### config.mk
export PLATFORM = sky130hd
export DESIGN_NAME = fmadd_bf16_normalizer
export DESIGN_NICKNAME = d
export VERILOG_FILES = /design/src/rtl/fmadd_bf16_normalizer.sv
export SDC_FILE = /design/constraint.sdc
export NUM_CORES = 1
export LEC_CHECK = 0
export BUFFER_PORTS_ARGS = -buffer_cell sky130_fd_sc_hd__buf_2
export CELL_PAD_IN_SITES_DETAIL_PLACEMENT = 1
export CELL_PAD_IN_SITES_GLOBAL_PLACEMENT = 1
export CORE_AREA = 5 5 124 126
export DETAILED_ROUTE_END_ITERATION = 10
export DIE_AREA = 0 0 129 131
export MAX_ROUTING_LAYER = met4
export PLACE_DENSITY_LB_ADDON = 0.1
export SLEW_MARGIN = 20
export SYNTH_ARGS = -nofsm -noshare
export SYNTH_HDL_FRONTEND = slang
export SYNTH_SLANG_ARGS = --single-unit
export TNS_END_PERCENT = 10
### constraint.sdc
create_clock -name clk -period 4.5 [get_ports clk]
set_input_delay 0.9 -clock clk [delete_from_list [all_inputs] [get_ports clk]]
set_output_delay 0.9 -clock clk [all_outputs]
set_load 0.02 [all_outputs]
### src/rtl/fmadd_bf16_normalizer.sv
`timescale 1ns/1ps
// fmadd_bf16_normalizer
// Normalizes the unnormalized FMADD adder result, rounds it to nearest-even and
// packs a bfloat16 with exception flags. Three-stage valid/ready pipeline:
//   S1: register input beat, count leading zeros of the mantissa
//   S2: left-normalize mantissa, adjust exponent (e = exp - k)
//   S3: round, handle zero/underflow/overflow, drive registered outputs
// Ports:
//   clk, rst                  clock, synchronous active-high reset
//   in_valid/in_ready         upstream handshake
//   in_sign/in_exp/in_mant    sign, signed biased exponent, unnormalized magnitude
//   out_valid/out_ready       downstream handshake
//   out_data                  bf16 {sign, exp[7:0], frac[6:0]}
//   out_flags                 {overflow, underflow, inexact}
module fmadd_bf16_normalizer #(
    parameter int unsigned MAN_W   = 24,
    parameter int unsigned EXP_W   = 10,
    parameter int unsigned OUT_MAN = 7
) (
    input  logic             clk,
    input  logic             rst,
    input  logic             in_valid,
    output logic             in_ready,
    input  logic             in_sign,
    input  logic [EXP_W-1:0] in_exp,
    input  logic [MAN_W-1:0] in_mant,
    output logic             out_valid,
    input  logic             out_ready,
    output logic [15:0]      out_data,
    output logic [2:0]       out_flags
);

    localparam int unsigned K_W = $clog2(MAN_W + 1);
    localparam int unsigned E_W = EXP_W + 1;
    // Fraction below the hidden bit after normalization
    localparam int unsigned F_W = MAN_W - 1;
    // Guard bit position within the fraction
    localparam int unsigned GRD = F_W - OUT_MAN - 1;

    // Stage registers
    logic                    v1_q, v1_d, v2_q, v2_d, v3_q, v3_d;
    logic                    s1_sign_q, s1_sign_d;
    logic [EXP_W-1:0]        s1_exp_q, s1_exp_d;
    logic [MAN_W-1:0]        s1_mant_q, s1_mant_d;
    logic                    s2_sign_q, s2_sign_d;
    logic                    s2_zero_q, s2_zero_d;
    logic signed [E_W-1:0]   s2_exp_q, s2_exp_d;
    logic [F_W-1:0]          s2_frac_q, s2_frac_d;
    logic [15:0]             s3_data_q, s3_data_d;
    logic [2:0]              s3_flags_q, s3_flags_d;

    // Combinational helpers
    logic                    ld1_c, ld2_c, ld3_c;
    logic [K_W-1:0]          k_c;
    logic signed [E_W-1:0]   e_c;
    logic [OUT_MAN-1:0]      kf_c;
    logic                    guard_c, sticky_c, rnd_up_c;
    logic [OUT_MAN:0]        frac_rnd_c;
    logic signed [E_W:0]     e_fin_c;
    logic [15:0]             res_data_c;
    logic [2:0]              res_flags_c;

    // A stage can load when it is empty or its content moves on this cycle
    assign ld3_c    = ~v3_q | out_ready;
    assign ld2_c    = ~v2_q | ld3_c;
    assign ld1_c    = ~v1_q | ld2_c;
    assign in_ready = ld1_c;

    // Leading-zero count; highest set bit wins, k = MAN_W for a zero mantissa
    always_comb begin
        k_c = K_W'(MAN_W);
        for (int i = 0; i < int'(MAN_W); i++) begin
            if (s1_mant_q[i]) begin
                k_c = K_W'(int'(MAN_W) - 1 - i);
            end
        end
    end

    // Exponent adjust at one extra bit so exp - k never wraps
    assign e_c = E_W'($signed(s1_exp_q)) - E_W'(k_c);

    // Round to nearest-even, then apply special cases in priority order
    always_comb begin
        kf_c       = s2_frac_q[F_W-1 -: OUT_MAN];
        guard_c    = s2_frac_q[GRD];
        sticky_c   = |s2_frac_q[GRD-1:0];
        rnd_up_c   = guard_c & (sticky_c | kf_c[0]);
        // Carry out of the stored fraction means the mantissa rolled to 2.0
        frac_rnd_c = {1'b0, kf_c} + (OUT_MAN + 1)'(rnd_up_c);
        e_fin_c    = (E_W + 1)'(s2_exp_q) + (E_W + 1)'(frac_rnd_c[OUT_MAN]);

        res_data_c  = {s2_sign_q, e_fin_c[7:0], frac_rnd_c[OUT_MAN-1:0]};
        res_flags_c = {2'b00, guard_c | sticky_c};
        if (s2_zero_q) begin
            res_data_c  = {s2_sign_q, 15'h0000};
            res_flags_c = 3'b000;
        end else if (s2_exp_q <= E_W'(0)) begin
            res_data_c  = {s2_sign_q, 15'h0000};
            res_flags_c = 3'b011;
        end else if (e_fin_c >= (E_W + 1)'(255)) begin
            res_data_c  = {s2_sign_q, 8'hFF, 7'h00};
            res_flags_c = 3'b101;
        end
    end

    // Next-state for all stages; data only loads when a valid beat enters
    always_comb begin
        v1_d       = v1_q;
        v2_d       = v2_q;
        v3_d       = v3_q;
        s1_sign_d  = s1_sign_q;
        s1_exp_d   = s1_exp_q;
        s1_mant_d  = s1_mant_q;
        s2_sign_d  = s2_sign_q;
        s2_zero_d  = s2_zero_q;
        s2_exp_d   = s2_exp_q;
        s2_frac_d  = s2_frac_q;
        s3_data_d  = s3_data_q;
        s3_flags_d = s3_flags_q;

        if (ld1_c) begin
            v1_d = in_valid;
            if (in_valid) begin
                s1_sign_d = in_sign;
                s1_exp_d  = in_exp;
                s1_mant_d = in_mant;
            end
        end

        if (ld2_c) begin
            v2_d = v1_q;
            if (v1_q) begin
                s2_sign_d = s1_sign_q;
                s2_zero_d = ~|s1_mant_q;
                s2_exp_d  = e_c;
                // Shifting only the fraction bits drops the hidden bit for free
                s2_frac_d = s1_mant_q[F_W-1:0] << k_c;
            end
        end

        // Outputs hold while stalled because ld3_c is low
        if (ld3_c) begin
            v3_d = v2_q;
            if (v2_q) begin
                s3_data_d  = res_data_c;
                s3_flags_d = res_flags_c;
            end
        end
    end

    // State registers; reset discards every in-flight beat
    always_ff @(posedge clk) begin
        if (rst) begin
            v1_q       <= 1'b0;
            v2_q       <= 1'b0;
            v3_q       <= 1'b0;
            s3_data_q  <= 16'h0000;
            s3_flags_q <= 3'b000;
        end else begin
            v1_q       <= v1_d;
            v2_q       <= v2_d;
            v3_q       <= v3_d;
            s1_sign_q  <= s1_sign_d;
            s1_exp_q   <= s1_exp_d;
            s1_mant_q  <= s1_mant_d;
            s2_sign_q  <= s2_sign_d;
            s2_zero_q  <= s2_zero_d;
            s2_exp_q   <= s2_exp_d;
            s2_frac_q  <= s2_frac_d;
            s3_data_q  <= s3_data_d;
            s3_flags_q <= s3_flags_d;
        end
    end

    assign out_valid = v3_q;
    assign out_data  = s3_data_q;
    assign out_flags = s3_flags_q;

endmodule

# Yosys cells after proc, flatten, opt, wreduce, memory -nomap -nowiden
# Index checks and enable logic that the tools add are counted.
dict set report word_totals {
  regBits 93
}
dict set report classes {
  add_sub_neg 3
  order_cmp 2
  shift 1
  muxes 30
  bitwise 10
  n_reduce_logical 6
}
# operator n
set op_table {}
lappend op_table {{5-bit two-way mux} 23}
lappend op_table {{15-bit two-way mux} 3}
lappend op_table {{24-bit OR reduction} 1}
lappend op_table {{23-bit by 5-bit left shift with 23-bit output} 1}
lappend op_table {{15-bit OR reduction} 1}
lappend op_table {{11-bit by 2-bit adder with 12-bit output} 1}
lappend op_table {{12-bit by 9-bit greater-or-equal comparator with 1-bit output (second input constant)} 1}
lappend op_table {{11-bit by 1-bit less-or-equal comparator with 1-bit output (second input constant)} 1}
lappend op_table {{10-bit by 6-bit subtractor with 11-bit output} 1}
lappend op_table {{3-bit two-way mux} 3}
lappend op_table {{7-bit by 1-bit adder with 8-bit output} 1}
lappend op_table {{3-bit AND reduction} 2}
lappend op_table {{1-bit bitwise OR} 5}
lappend op_table {{4-bit two-way mux} 1}
lappend op_table {{1-bit NOT} 4}
lappend op_table {{2-bit AND reduction} 1}
lappend op_table {{1-bit bitwise AND} 1}
lappend op_table {{1-bit logical NOT} 1}

# Longest topological paths before layout
# Gate-level depths: netlist of the first run.
dict set report logic_depth {
  ltp_word 25
  ltp_mapped 18
  mapped_depth_nobuf 17
}

# Least setup slack after synthesis of the first run
# No wires, ideal clock.
dict set report synth_path {
  path_kind {in2reg}
  startpoint {input out_ready}
  endpoint {register s2_exp_q[0], enable pin}
  arrival_ps 3783
  required_time_ps 4018
  setup_slack_ps 235
  path_stages 3
  n_path_buf 0
  cell_sequence {nor2b_1 -> and2_1 -> nor3b_1}
}
dict set report synth_between {
  elab_chain_len 3
}
# item line_no
set synth_lines {}
lappend synth_lines {{start, declared} 28} ;# input logic out_ready,
lappend synth_lines {{1-bit bitwise OR} 64} ;# assign ld3_c = ~v3_q | out_ready;
lappend synth_lines {{1-bit bitwise OR} 65} ;# assign ld2_c = ~v2_q | ld3_c;
lappend synth_lines {{3-bit AND reduction (no line)} -}
lappend synth_lines {{end signal, assigned} 168} ;# s2_exp_q <= s2_exp_d;
lappend synth_lines {{end, declared} 47} ;# logic signed [E_W-1:0] s2_exp_q, s2_exp_d;
# Every way passes these cells.
# A chain may end at the register's enable or synchronous reset.

# Worst setup path in the final report of the first run
dict set report layout_path {
  startpoint {register s1_mant_q[21]}
  endpoint {register s2_exp_q[8] (data pin)}
}
dict set report layout_between {
  elab_chain_len 4
}
# item line_no
set layout_lines {}
lappend layout_lines {{start, declared} 44} ;# logic [MAN_W-1:0] s1_mant_q, s1_mant_d;
lappend layout_lines {{start signal, assigned} 165} ;# s1_mant_q <= s1_mant_d;
lappend layout_lines {{5-bit two-way mux (3 in a row)} 73} ;# if (s1_mant_q[i]) begin
lappend layout_lines {{10-bit by 6-bit subtractor with 11-bit output} 80} ;# assign e_c = E_W'($signed(s1_exp_q)) - E_W'(k_c);
lappend layout_lines {{via e_c[8]} 55} ;# logic signed [E_W-1:0] e_c;
# The timed path passes the listed nets, and every way through them passes these cells.

==> out/metrics.yaml, run 1 <==
floorplan:
  start_util: 0.342
  rows: 44
  die_h_um: 131
  die_area_um2: 16900
  io_pins: 60
  dieWidth_um: 129
  core_um2: 14200
synth:
  syn_inst: 462
  synthesis.nets: 511
  syn_avg_cell_area_um2: 10.5
  synth-seq-cells: 93
  syn_area_um2: 4850
  synth-edff-count: 71
  yosysSeqAreaShare: 0.530
  yosys.cell_types.count: 56
  synth_area_leaders: "edfxtp_1, dfxtp_1, mux2i_1"
  yosys_warnings: 0
  synth_ff_type: "edfxtp_1"
  synth_top_area_share: 0.439
  yosys.area.top_type: "edfxtp_1"
  async_reset_ff_frac: 0
clock_network:
  clk_latency_ns: 0.35
  cts_hold_buf: 0
  post_cts_buffers: 0
  cts_tree: "done"
  htreeDepth: 3
  cts_resized: 0
  cts-root-buf: "clkbuf_16"
  cts_num_sinks: 93
  cts_buffers: 9
  cts.clk_slew.worst_paths_ns: 0.07
  cts_buffer_depth: 2
global_route:
  antenna_found_initial: 0
  grt_max_degree: 37
  track_usage: 0.162
  grt_overflow: 0
  grt_pass1_wl_um: 20600
  grt_pass1_vias: 3781
routing:
  detail_route.first_pass.iterations: 4
  wl_per_cell_um: 17.7
  ant_nets: 0
  dr.first_iter.drc_count: 196
  wirelength_um: 12600
  drc: 0
  num_vias: 3661
  vias_per_cell: 5.14
setup_path:
  crit_start: "s1_mant_q[21]"
  crit_chain: "or4_1 -> nor2_1 -> a31o_2 -> inv_2 -> ha_1 -> nor2b_1 -> o21ai_0 -> nand2b_1 -> a21boi_0 -> nand2_1 -> xnor2_1"
  path_max_fanout: 15
  crit_type: "reg -> reg"
  critical-path-max-stage-delay_ns: 0.73
  crit_slowest_cell: "or4_1"
  arrival_ns: 3.86
  cpLargestDelayFamily: "simple AND/OR/NAND/NOR gates"
  critPathBufInv: 1
  critical_path.startpoint_type: "flip-flop"
  r2r-start: "s1_mant_q[21]"
  end_kind: "flip-flop"
  cp.required_ns: 4.60
cells_and_area:
  layout_common_cells: "edfxtp_1, buf_2, nand2_1"
  drive_gt1_frac: 0.169
  final_common_cell: "edfxtp_1"
  fillers: 1629
  syn2layout_area_growth_pct: 15.8
  diodes: 0
  nNetsFinal: 572
pwr:
  ir_drop_uv: 194
  leakage_uw: 0.00219
  power.density_nw_per_um2: 350
placed_design:
  dp_hpwl_um: 9850
  pre_cts_ws_ns: 0.766
  gp_congestion: 0.934
  io_buffers: 59
min_path:
  hold_path_startpoint: "s1_sign_q"
  hold_path.class: "reg -> reg"
flow_run:
  cap_violations: 0
sta:
  fmaxAchievable_ghz: 0.266
  rsz0062_at_grt: "false"
  min_period_ns: 3.75
  setup_violations: 0
  finalSetupTns_ns: 0
  tightest_slew_ns: 0.659
  final-hold-violation-count: 0
  fin_ws_ns: 0.746
  slew_headroom: 0.556
  finalClockSkew_ns: 0.00938
  final_max_slew_viol_count: 0
  fin_crit_sh: 0.834
run_status:
  outcome: "finished clean"
## cells in the mapped netlist, drive strengths merged, types with 2 or more instances
cell and count:
a21oi 22, clkbuf 10, xnor2 11, nor2b 10
ha 9, a211oi 2, o22ai 3, o221ai 3
edfxtp 71, and3 3, o31ai 6, buf 10
o32ai 2, nor2 42, nand2 55, mux2i 39
a32oi 3, inv 14, nand4 3, o211ai 2
nor3b 3, or3 2, dfxtp 22, nand3 13
a21o 3, nor4 11, or4 2, a22oi 5
nor3 12, nand2b 5, xor2 8, a31oi 4
and2 5, a21boi 2, o21ai 32
## routing by layer
| metal | share of wire | vias up | track usage |
|---|---|---|---|
| li1 | - | 1826 | - |
| met1 | 0.49 | 1744 | 0.218 |
| met2 | 0.46 | 78 | 0.250 |
| met3 | 0.039 | 13 | 0.0228 |
| met4 | 0.018 | 0 | 0.0611 |
| met5 | 0 | - | - |
## path summary, 6_finish.rpt
path,endpoint,slack (ns),depth (start not counted)
setup / recovery,s2_exp_q[8],0.75,11
hold / removal,s2_sign_q,0.42,0
setup reg to reg,s2_exp_q[8],0.75,11
hold reg to reg,s2_sign_q,0.42,0
## sequential cells by signal (all words and copies together), names as in the netlist
name,cells
out_flags,3
out_valid,1
s1_mant_q,24
v2_q,1
s2_sign_q,1
s1_sign_q,1
s2_exp_q,11
s1_exp_q,10
s2_frac_q,23
s2_zero_q,1
out_data,16
v1_q,1
## report_power, final
part / internal, uW / leakage, uW / total (uW) / switching, uW
combinational: 105 / 0.00122 / 273 / 168
clock: 375 / 0.000125 / 690 / 314
sequential: 973 / 0.000843 / 1010 / 33.0
total: 1450 / 0.00219 / 1970 / 515
## cell type report
class / instances / area, um^2 / share of cell area
tap: 184 / 230 / 0.0410
timing repair buffer: 70 / 378 / 0.0672
clock inverter: 2 / 11.3 / 0.00200
multi-input combinational: 334 / 2130 / 0.379
inverter: 15 / 56.3 / 0.0100
clock buffer: 14 / 244 / 0.0434
sequential: 93 / 2570 / 0.458
## per-stage QoR
step	cell area (um^2)	utilization	power, uW	cells	hold slack [ns]
finish	5620	0.396	1970	712	0.423
CTS	5620	0.396	2000	712	0.426
global placement	5370	0.378	1300	696	0.408
detailed placement	5370	0.378	1300	696	0.411
floorplan	4850	-	1200	462	0.400
global route	5620	0.396	2070	712	0.429
## worst reg2reg max path, stage by stage (launching register included)
cell and delay [ns]:
edfxtp_1 0.50, or4_1 0.73, nor2_1 0.42, a31o_2 0.46
inv_2 0.08, ha_1 0.32, nor2b_1 0.14, o21ai_0 0.16
nand2b_1 0.10, a21boi_0 0.34, nand2_1 0.12, xnor2_1 0.15
## cell families (layout without fill, tap and decap cells)
| logic type | Yosys count | after routing | share of synthesized area |
|---|---|---|---|
| adder cells (fa/ha/maj) | 10 | 10 | 0.0273 |
| XOR/XNOR | 19 | 19 | 0.0343 |
| multiplexers | 40 | 40 | 0.0858 |
| flip-flops | 93 | 93 | 0.530 |
| buffers and inverters | 35 | 101 | 0.0335 |
| AO/OA/AOI/OAI | 97 | 97 | 0.127 |
| AND/OR/NAND/NOR | 168 | 168 | 0.162 |
Note: power is estimated with default switching activity, not from simulation.
==> run 2: changes to the inputs <==
clock period = 3.4 ns   (was 4.5 ns; I/O delays follow)
==> out/metrics.yaml, run 2 (synthesis gave the netlist of run 1 again) <==
sta:
  final-hold-violation-count: 0  # unchanged
  slew_headroom: 0.600  # +0.0435
  fin_crit_sh: 0.948  # +0.113
  final_max_slew_viol_count: 0  # unchanged
  fin_ws_ns: 0.178  # -0.567 ns
  finalSetupTns_ns: 0  # unchanged
  finalClockSkew_ns: 0.00835  # -0.00104 ns
  fmaxAchievable_ghz: 0.310  # +17%
  rsz0062_at_grt: "true"
  min_period_ns: 3.22  # -0.533 ns
  tightest_slew_ns: 0.599  # -0.0604 ns
  whs_ns: 0.441  # +0.0186 ns
  setup_violations: 0  # unchanged
setup_path:
  cp.required_ns: 3.46  # -1.14 ns
  path_max_fanout: 10  # -5
  cpLargestDelayFamily: "compound AO/OA/AOI/OAI gates"
  critical_path.startpoint_type: "flip-flop"
  end_kind: "flip-flop"
  crit_slowest_cell: "or4_1"
  arrival_ns: 3.29  # -0.57 ns
  critPathBufInv: 2  # +1
  r2r_end: "s2_frac_q[20]"
  worst-r2r-setup-slack_ns: 0.18  # -0.57 ns
  r2r-start: "s1_mant_q[14]"
  critical-path-max-stage-delay_ns: 0.46  # -0.27 ns
  crit_chain: "nor3b_1 -> or4_1 -> a21o_1 -> a21oi_2 -> buf_4 -> buf_4 -> mux2i_2 -> mux2i_2 -> a311oi_1 -> o221ai_1"
  crit_type: "reg -> reg"
  r2r_cells: 10  # -1
cells_and_area:
  diodes: 0  # unchanged
  syn2layout_area_growth_pct: 23.5
  multi_input_area_um2: 2220  # +4.2%
  max_flop_register: "s1_mant_q"
  final_cells: 746  # +4.8%
  layout_common_cells: "edfxtp_1, buf_2, nand2_1"
  drive_gt1_frac: 0.254  # +0.0859
  largest_register_ffs: 24  # unchanged
  nNetsFinal: 606  # +5.9%
  seq_area_um2: 2570  # unchanged
  fillers: 1619  # -0.61%
  final_common_cell: "edfxtp_1"
global_route:
  antenna_found_initial: 0  # unchanged
  grt_max_degree: 37  # unchanged
  grt_pass1_vias: 3946  # +4.4%
  grt_overflow: 0  # unchanged
  track_usage: 0.165  # +0.00299
  grt_pass1_wl_um: 20900  # +1.4%
placed_design:
  dpl.cell_count: 729  # +4.7%
  gp_congestion: 0.921  # -1.4%
  dp_hpwl_um: 10200  # +3.9%
  pre_cts_ws_ns: -0.154  # -0.920 ns
  io_buffers: 59  # unchanged
clock_network:
  cts_num_sinks: 93  # unchanged
  cts.clk_slew.worst_paths_ns: 0.06  # about the same
  htreeDepth: 3  # unchanged
  cts-root-buf: "clkbuf_16"
  cts_tree: "done"
  clk_latency_ns: 0.35  # about the same
  cts_buffer_depth: 2  # unchanged
  cts_buffers: 9  # unchanged
pwr:
  power_uw: 2690  # +37%
  leakage_uw: 0.00237  # +8.1%
  ir_drop_uv: 216  # +11%
  power.density_nw_per_um2: 449  # +28%
floorplan:
  core_um2: 14200  # unchanged
  rows: 44  # unchanged
  io_pins: 60  # unchanged
  dieWidth_um: 129  # unchanged
  start_util: 0.342  # unchanged
  die_h_um: 131  # unchanged
  die_area_um2: 16900  # unchanged
run_status:
  outcome: "finished clean"
min_path:
  min_to: "s2_sign_q"
  hold_path.class: "reg -> reg"
  hold_path_startpoint: "s1_sign_q"
  hold-path-cell-count: 0  # unchanged
routing:
  ant_nets: 0  # unchanged
  dr.first_iter.drc_count: 122  # -38%
  vias_per_cell: 5.12  # -0.52%
  drc: 0  # unchanged
  num_vias: 3816  # +4.2%
  wl_per_cell_um: 17.3  # -2.4%
  wirelength_um: 12900  # +2.3%
  detail_route.first_pass.iterations: 4  # unchanged
flow_run:
  cap_violations: 0  # unchanged
[run 2: layer usage]
| layer | GRT usage | vias to the layer above | part of all wire |
|---|---|---|---|
| met4 | 0.0729 | 0 | 0.024 |
| met1 | 0.208 | 1806 | 0.45 |
| met5 | - | - | 0 |
| li1 | - | 1892 | - |
| met3 | 0.0285 | 20 | 0.049 |
| met2 | 0.263 | 98 | 0.48 |
[run 2: area by class of cell]
cell class / count / area share
Timing Repair Buffer: 104 / 0.106
Multi-Input combinational cell: 334 / 0.370
Clock inverter: 3 / 0.00313
Clock buffer: 13 / 0.0438
Inverter: 15 / 0.00939
Sequential cell: 93 / 0.429
Tap cell: 184 / 0.0384
[run 2: worst max path at each step]
| stage | start | to | slack [ns] | cells after the start |
|---|---|---|---|---|
| after floorplan | out_ready | s1_exp_q[0] | -0.61 | 3 |
| after global placement | s2_frac_q[2] | out_data[2] | -0.09 | 17 |
| after detailed placement | s2_frac_q[6] | out_data[1] | -0.15 | 17 |
| after CTS | s2_frac_q[6] | out_data[10] | 0.01 | 18 |
| after global routing | s2_frac_q[11] | out_data[10] | -0.06 | 18 |
| final | s1_mant_q[14] | s2_frac_q[20] | 0.18 | 10 |
[run 2: what timing repair did]
| action | CTS | global route |
|---|---|---|
| hold buffers | 0 | 0 |
| endpoints found under the hold margin | 0 | 0 |
| resized for setup | 5 | 25 |
| pin swaps | 3 | 9 |
| setup buffers | 1 | 0 |
| gates cloned | 0 | 0 |
| setup endpoints to repair | 12 | 20 |
[run 2: worst register-to-register path: cells and delay by family (launching register included)]
kind	cells	cell delay [ns]
mux	2	0.51
flops	1	0.45
simple gates	2	0.63
compound gates	4	0.95
buf+inv	2	0.40
[run 2: report_power, final]
part	internal, uW	switching, uW
Combinational	171	229
Sequential	1290	44.8
Clock	544	414
Total	2000	688
[run 2: per-stage QoR]
stage	cell area, um^2	utilization
6_report	6000	0.422
5_1_grt	6000	0.422
4_1_cts	5930	0.417
3_5_place_dp	5620	0.396
3_3_place_gp	5620	0.396
2_1_floorplan	4860	-
